==> src/rtl/morse_char_fifo.sv <==
// Character FIFO between the UART receiver and the Morse sequencer: filters and
// case-folds raw bytes, collapses spaces, and presents characters first-word-fall-through.
module morse_char_fifo #(
    parameter int DEPTH_LOG2 = 6,
    parameter int DROP_W     = 8
) (
    input  logic                  clk_24,
    input  logic                  rst,
    input  logic                  wr_en,
    input  logic [7:0]            wr_data,
    input  logic                  flush,
    input  logic                  rd_en,
    output logic [6:0]            rd_data,
    output logic                  empty,
    output logic                  full,
    output logic [DEPTH_LOG2:0]   level,
    output logic [DROP_W-1:0]     drop_count
);

    localparam int DEPTH = 1 << DEPTH_LOG2;
    localparam int PW    = DEPTH_LOG2 + 1;

    // Returns {keep, char}: keep=0 means the byte has no Morse meaning.
    function automatic logic [7:0] filter_byte(input logic [7:0] b);
        logic [7:0] r;
        r = 8'h00;
        if (b[7]) begin
            r = 8'h00;
        end else if ((b >= 8'h61) && (b <= 8'h7A)) begin
            r = {1'b1, b[6:0] - 7'h20};
        end else if ((b == 8'h0A) || (b == 8'h0D)) begin
            r = {1'b1, 7'h20};
        end else if ((b < 8'h20) || (b == 8'h7F)) begin
            r = 8'h00;
        end else begin
            r = {1'b1, b[6:0]};
        end
        return r;
    endfunction

    logic [PW-1:0]     wr_ptr_q, wr_ptr_d;
    logic [PW-1:0]     rd_ptr_q, rd_ptr_d;
    logic              last_space_q, last_space_d;
    logic [DROP_W-1:0] drop_count_q, drop_count_d;
    logic [6:0]        mem_q [DEPTH];

    logic [7:0]        filt_s;
    logic [6:0]        char_s;
    logic              is_space_s;
    logic              keep_s;
    logic              wr_ok_s;
    logic              rd_ok_s;
    logic              drop_s;
    logic              mem_we_s;

    assign filt_s     = filter_byte(wr_data);
    assign char_s     = filt_s[6:0];
    assign is_space_s = (char_s == 7'h20);

    assign empty = (wr_ptr_q == rd_ptr_q);
    assign full  = (wr_ptr_q[DEPTH_LOG2-1:0] == rd_ptr_q[DEPTH_LOG2-1:0]) &&
                   (wr_ptr_q[DEPTH_LOG2] != rd_ptr_q[DEPTH_LOG2]);
    assign level      = wr_ptr_q - rd_ptr_q;
    assign drop_count = drop_count_q;
    assign rd_data    = mem_q[rd_ptr_q[DEPTH_LOG2-1:0]];

    // A pop while full frees the slot being written this same edge, so no drop.
    assign keep_s   = wr_en && filt_s[7] && !(is_space_s && last_space_q);
    assign wr_ok_s  = keep_s && (!full || rd_en);
    assign rd_ok_s  = rd_en && !empty;
    assign drop_s   = keep_s && !wr_ok_s;
    assign mem_we_s = wr_ok_s && !flush && !rst;

    // Next-state computation for pointers, space tracking and the drop counter.
    always_comb begin
        wr_ptr_d     = wr_ptr_q;
        rd_ptr_d     = rd_ptr_q;
        last_space_d = last_space_q;
        drop_count_d = drop_count_q;
        if (flush) begin
            rd_ptr_d     = wr_ptr_q;
            last_space_d = 1'b1;
        end else begin
            if (wr_ok_s) begin
                wr_ptr_d     = wr_ptr_q + PW'(1);
                last_space_d = is_space_s;
            end else begin
                wr_ptr_d     = wr_ptr_q;
                last_space_d = last_space_q;
            end
            if (rd_ok_s) begin
                rd_ptr_d = rd_ptr_q + PW'(1);
            end else begin
                rd_ptr_d = rd_ptr_q;
            end
            if (drop_s && (drop_count_q != {DROP_W{1'b1}})) begin
                drop_count_d = drop_count_q + DROP_W'(1);
            end else begin
                drop_count_d = drop_count_q;
            end
        end
    end

    // Control state registers with synchronous reset.
    always_ff @(posedge clk_24) begin
        if (rst) begin
            wr_ptr_q     <= {PW{1'b0}};
            rd_ptr_q     <= {PW{1'b0}};
            last_space_q <= 1'b1;
            drop_count_q <= {DROP_W{1'b0}};
        end else begin
            wr_ptr_q     <= wr_ptr_d;
            rd_ptr_q     <= rd_ptr_d;
            last_space_q <= last_space_d;
            drop_count_q <= drop_count_d;
        end
    end

    // Character storage; contents are deliberately not cleared on reset.
    always_ff @(posedge clk_24) begin
        if (mem_we_s) begin
            mem_q[wr_ptr_q[DEPTH_LOG2-1:0]] <= char_s;
        end
    end

endmodule

==> config.mk <==
export PLATFORM = sky130hd
export DESIGN_NAME = morse_char_fifo
export DESIGN_NICKNAME = d
export VERILOG_FILES = /design/src/rtl/morse_char_fifo.sv
export SDC_FILE = /design/constraint.sdc
export NUM_CORES = 1
export LEC_CHECK = 0
export ABC_AREA = 1
export BUFFER_PORTS_ARGS = -buffer_cell sky130_fd_sc_hd__buf_2
export CAP_MARGIN = 20
export CORE_ASPECT_RATIO = 1.75
export CORE_MARGIN = 8
export CORE_UTILIZATION = 55
export DETAILED_ROUTE_END_ITERATION = 16
export GPL_ROUTABILITY_DRIVEN = 1
export PLACE_DENSITY = 0.82
export SKIP_CTS_REPAIR_TIMING = 1
export SLEW_MARGIN = 40
export SYNTH_ARGS = -nofsm -noshare
export SYNTH_HDL_FRONTEND = slang
export SYNTH_SLANG_ARGS = --single-unit
==> constraint.sdc <==
create_clock -name clk_24 -period 6 [get_ports clk_24]
set_input_delay 0.9 -clock clk_24 [delete_from_list [all_inputs] [get_ports clk_24]]
set_output_delay 0.9 -clock clk_24 [all_outputs]
set_load 0.05 [all_outputs]
-- Word level (Yosys, flattened, before mapping)
Memories as Yosys holds them, arrays and structs flattened. A register that Yosys moved wholly into a read port is not among the register bits.
Index checks and enable logic that the tools add are counted.
- $add $sub $neg: 5
- $mul: 0
- divide/modulo/power cells: 0
- $lt $le $gt $ge: 3
- equal/unequal tests: 8
- shifts and indexed selects: 0
- mux-type cells: 10
- bitwise logic cells: 1
- reductions and logical operators: 24
- operator list (kind ; number):
    $mux W8 ; 4
    $eq A8 B4 Y1 const B ; 2
    $add A7 B1 Y7 const B ; 2
    $mux W7 ; 2
    $mux W6 ; 2
    $logic_and A1 B1 Y1 ; 11
    $add A8 B1 Y8 const B ; 1
    $eq A8 B7 Y1 const B ; 1
    $ge A8 B7 Y1 const B ; 1
    $le A8 B7 Y1 const B ; 1
    $lt A8 B6 Y1 const B ; 1
    $ne A8 B8 Y1 const B ; 1
    $eq A7 B6 Y1 const B ; 1
    $eq A7 B7 Y1 ; 1
    $sub A7 B6 Y7 const B ; 1
    $sub A7 B7 Y7 ; 1
    $eq A6 B6 Y1 ; 1
    $logic_not A1 Y1 ; 6
    $reduce_and A2 Y1 ; 2
    $logic_or A1 B1 Y1 ; 3
    $mux W1 ; 2
    $reduce_bool A2 Y1 ; 1
    $reduce_or A2 Y1 ; 1
    $ne A1 B1 Y1 ; 1
    $not A1 Y1 ; 1
- bits in registers: 23
- latch bits: 0
- memory bits (writable): 448
- ROM bits: 0
- bits of input ports: 13
- output and inout port bits: 24
- word-level logic and storage cells: 56
- memories: 1
- memory list (name ; words ; bits a word ; rd ports ; clocked after Yosys merged registers in ; write ports ; line ; source):
    mem_q ; 64 ; 7 ; 1 ; 1 ; 1 ; 45 ; logic [6:0] mem_q [DEPTH];

-- Depth between registers and ports, before layout
- depth after elaboration: 15
- mapped depth: 16
- mapped depth without buffers: 14

-- Least setup slack after synthesis
OpenSTA, ideal clock, no wires.
- kind: input to register
- from: input wr_data[7]
- to: memory mem_q[12][0], enable pin
- setup time: 380 ps
- data arrival time: 4244 ps
- required time: 5620 ps
- setup slack: 1376 ps
- stages: 13
- path buffers: 1
- cell sequence: buf_4 > inv_2 > nand2_2 > nor2_2 > nand2_2 > nand2_1 > nor2_1 > nor2_1 > nand3_2 > nand3_4 > nor2_8 > inv_2 > nor3_1
- cells in the longest elaborated chain, start to end: 15
- elaborated cells on any way between the ends: 23
- classes of those cells: order compare: 3; eq/ne: 4; mux: 6; reduce/logical: 10
- RTL lines (element ; line ; source):
    start, declared ; 10 ; input logic [7:0] wr_data,
    $lt A8 B6 Y1 / $eq A8 B7 Y1 (equally long branches) ; 33 ; end else if ((b < 8'h20) || (b == 8'h7F)) begin
    $logic_or A1 B1 Y1 ; 33 ;
    $mux W8 ; 33 ;
    $mux W8 ; 31 ; end else if ((b == 8'h0A) || (b == 8'h0D)) begin
    $mux W8 ; 29 ; end else if ((b >= 8'h61) && (b <= 8'h7A)) begin
    $mux W8 * ; 27 ; if (b[7]) begin
    named net filt_s[6] ; 47 ; logic [7:0] filt_s;
    $eq A7 B6 Y1 * ; 58 ; assign is_space_s = (char_s == 7'h20);
    $logic_and A1 B1 Y1 * ; 68 ; assign keep_s = wr_en && filt_s[7] && !(is_space_s && last_space_q);
    $logic_not A1 Y1 * ; 68 ;
    $logic_and A1 B1 Y1 * ; 68 ;
    $logic_and A1 B1 Y1 * ; 69 ; assign wr_ok_s = keep_s && (!full || rd_en);
    $logic_and A1 B1 Y1 * (2 in a row) ; 72 ; assign mem_we_s = wr_ok_s && !flush && !rst;
    $mux W1 * ; 121 ; if (mem_we_s) begin
    $mux W1 (not written as such) * ; 122 ; mem_q[wr_ptr_q[DEPTH_LOG2-1:0]] <= char_s;
    end, declared ; 45 ;
The timed path passes the listed nets; every way through them passes the cells marked *.

==> impl_metrics.csv <==
group,metric,value,unit
pwr,swShare,22.0,%
pwr,pwr-share-comb,6.9,%
yosys,synthesis.instances,1631,
layout,area_growth,10.4,%
sta,slew_viol_final,0,
min_path,min-delay-path-class,"reg -> reg",
sta,worst_pin_slew,836,ps
route,drc_errors,0,
run_status,status,"complete, no violations",
pwr,leakagePower,6.75,nW
floorplan,dieArea,42200,µm²
setup_path,cp-start-kind,"flip-flop",
setup_path,worstPathRequired,5100,ps
setup_path,slowest_stage,"buf_6",
layout,final_core_util,61.6,%
global_routing,grt_pass1_vias,13052,
floorplan,fp.dieW,159,µm
route,wl_per_cell,22.7,µm
floorplan,initial_core_util,55.8,%
clocking,cts_buffers,40,
place,dp_cells,2051,
yosys,synth-seq-cells,477,
floorplan,std_cell_rows,91,
layout,finalNonFillerCells,2121,
sta,fin_crit_sh,70.9,%
route,viasPerCell,6.24,
global_routing,antenna_found_initial,0,
yosys,yosysMostFrequentCell,"edfxtp_1",
pwr,ir_drop,0.215,mV
global_routing,grt_max_degree,173,
sta,finalSetupViolations,0,
yosys,ys_warn_count,0,
route,drt_iter0_drc,1414,
clocking,h-tree-depth,2,
clocking,clock_sinks,477,
yosys,synth.distinct_cells,37,
pwr,intPower,0.00543,W
route,totalWireLength,48100,µm
place,post-dp-hpwl,29200,µm
layout,diodes,0,
place,placed_area,20200,µm²
sta,finClkSkew,21.7,ps
yosys,synthTopCellsByArea,"edfxtp_1 69%, nor2_1 7.1%, o21ai_0 6.9%, o22ai_1 3.7%, dfxtp_1 3.0%",
pwr,power_density,321,nW/µm²
clocking,cts_tree,"done",
place,portBuffers,36,
setup_path,r2r_setup_slack,2350,ps
yosys,ys_seq_area_share,71.5,%
floorplan,ios,37,
yosys,ys_top_cells_by_count,"448 x edfxtp_1, 369 x nor2_1, 269 x o21ai_0",
layout,drive_gt1_share,10.1,%
route,dr.pass1.iters,7,
route,vias,13233,
yosys,syn-num-nets,1654,
clocking,cts.path.max_buffers,3,
global_routing,grt_pass1_wl,73200,µm
pwr,p_clk_share,40.8,%
yosys,synthArstFlopShare,0,%
floorplan,die_height,266,µm
flow_run,drv_cap,0,
setup_path,crit_top_cell,"o21ai_0",
yosys,synth_top_area_share,68.5,%
sta,maxSlewHeadroom,44.0,%
clocking,insertion_delay,560,ps
setup_path,worstSetupPathType,"reg -> out",
floorplan,core_area,35200,µm²
clocking,clk_pin_slew,70,ps
yosys,yosys.area.top_type,"edfxtp_1",
clocking,clock-root-buffer,"clkbuf_16",
sta,rsz0062_at_grt,"false",
setup_path,crit_path_max_fanout,118,
yosys,synth.avg_cell_area,12.0,µm²
yosys,synth_edf_count,448,
yosys,syn_area,19600,µm²
setup_path,cp.arrival,3350,ps
layout,finalInstanceArea,21700,µm²
place,gp_congestion,0.921,
setup_path,path_cells,"buf_6 > o21ai_0 > o22ai_1 > o21ai_0 > o211ai_1 > nand3_1 > nand2_1 > buf_2",
sta,period_minus_slack,4250,ps
sta,fin_worst_hold_slack,486,ps
global_routing,grt_overflow,0,
yosys,synth_ff_type,"edfxtp_1",
global_routing,groute.usage.overall,22.4,%
sta,timing.fmax,0.235,GHz
pwr,p_switching,0.00153,W
sta,hold_viol_final,0,
setup_path,crit_path_end_kind,"output port",
layout,fin_nets,1651,
route,antenna_left,0,
sta,setup_tns,0,ps
pwr,seqPwrFrac,52.3,%
setup_path,cp_slowest_stage_delay,610,ps
[kinds of logic after synthesis]
group | share of synthesized area (%)
compound gates | 13.3
xor+xnor | 0.446
fa+ha+maj | 0.675
buf+inv | 3.08
flops | 71.5
simple gates | 11.1
[critical path: cells and delay by family (launching register included)]
| family | cells | cell delay [ps] |
|---|---|---|
| compound gates | 4 | 1100 |
| buf+inv | 2 | 890 |
| flops | 1 | 400 |
| simple gates | 2 | 360 |
[worst paths after layout]
path	from	end	depth (start not counted)
worst max register to register	wr_ptr_q[0]	mem_q[21][3]	11
worst min register to register	drop_count[3]	drop_count[3]	2
worst max-delay path	flip-flop	rd_data[1]	8
worst min-delay path	drop_count[3]	drop_count[3]	2
[cell usage in the layout (no fill, tap or decap), types with 5 or more instances in the layout]
cell | netlist | layout
edfxtp_1 | 448 | 448
nor3_1 | 16 | 6
inv_2 | 4 | 5
nor2_2 | 5 | 5
o21ai_1 | 12 | 12
nand3_1 | 32 | 32
buf_2 | 18 | 36
nand3_2 | 5 | 5
a21oi_1 | 17 | 17
dfxtp_1 | 29 | 26
xor2_1 | 7 | 7
ha_1 | 9 | 9
nand2_2 | 5 | 5
clkinv_1 | 2 | 8
bufinv_16 | 0 | 10
or2_2 | 6 | 6
clkbuf_16 | 0 | 41
nor2_1 | 369 | 366
nand2_1 | 70 | 70
buf_4 | 3 | 14
clkinv_2 | 0 | 5
o21ai_0 | 269 | 269
o221ai_1 | 15 | 15
o22ai_1 | 116 | 116
o211ai_1 | 22 | 22
inv_1 | 46 | 42
nor3_2 | 0 | 10
[area by class of cell]
cell class	instances	area (µm²)
Timing Repair Buffer	55	349
Fill cell	2552	13500
Clock buffer	43	1030
Inverter	52	213
Sequential cell	477	14000
Multi-Input combinational cell	1002	5070
Clock inverter	27	395
Tap cell	465	582
[through the flow]
step                      setup WS, ps  power [W]
after floorplan                   1380    0.00403
after global placement            2200    0.00417
after detailed placement          2260    0.00419
after CTS                         1760    0.00696
after global routing              1600    0.00713
final                             1750    0.00697
[flip-flops by register name, summed over array words and instances (netlist names), named ones only]
signal and cells:
mem_q 448, drop_count 8, rd_ptr_q 7, wr_ptr_q 7
last_space_q 1
[power groups by stage]
| stage | clock network, W | logic, W | registers [W] |
|---|---|---|---|
| final | 0.00284 | 0.000480 | 0.00364 |
| after global routing | 0.00297 | 0.000517 | 0.00364 |
| after CTS | 0.00284 | 0.000475 | 0.00364 |
| after floorplan | 0 | 0.000316 | 0.00372 |
| after global placement | 0 | 0.000456 | 0.00372 |
| after detailed placement | 0 | 0.000472 | 0.00372 |
[per-layer routing]
layer,wire [µm],global-route usage [%],vias up
li1,-,-,5961
met3,3940,3.65,161
met4,2990,14.1,0
met2,24700,39.7,762
met1,16500,24.8,6349
met5,0,0,-
Note: power is estimated with default switching activity, not from simulation.
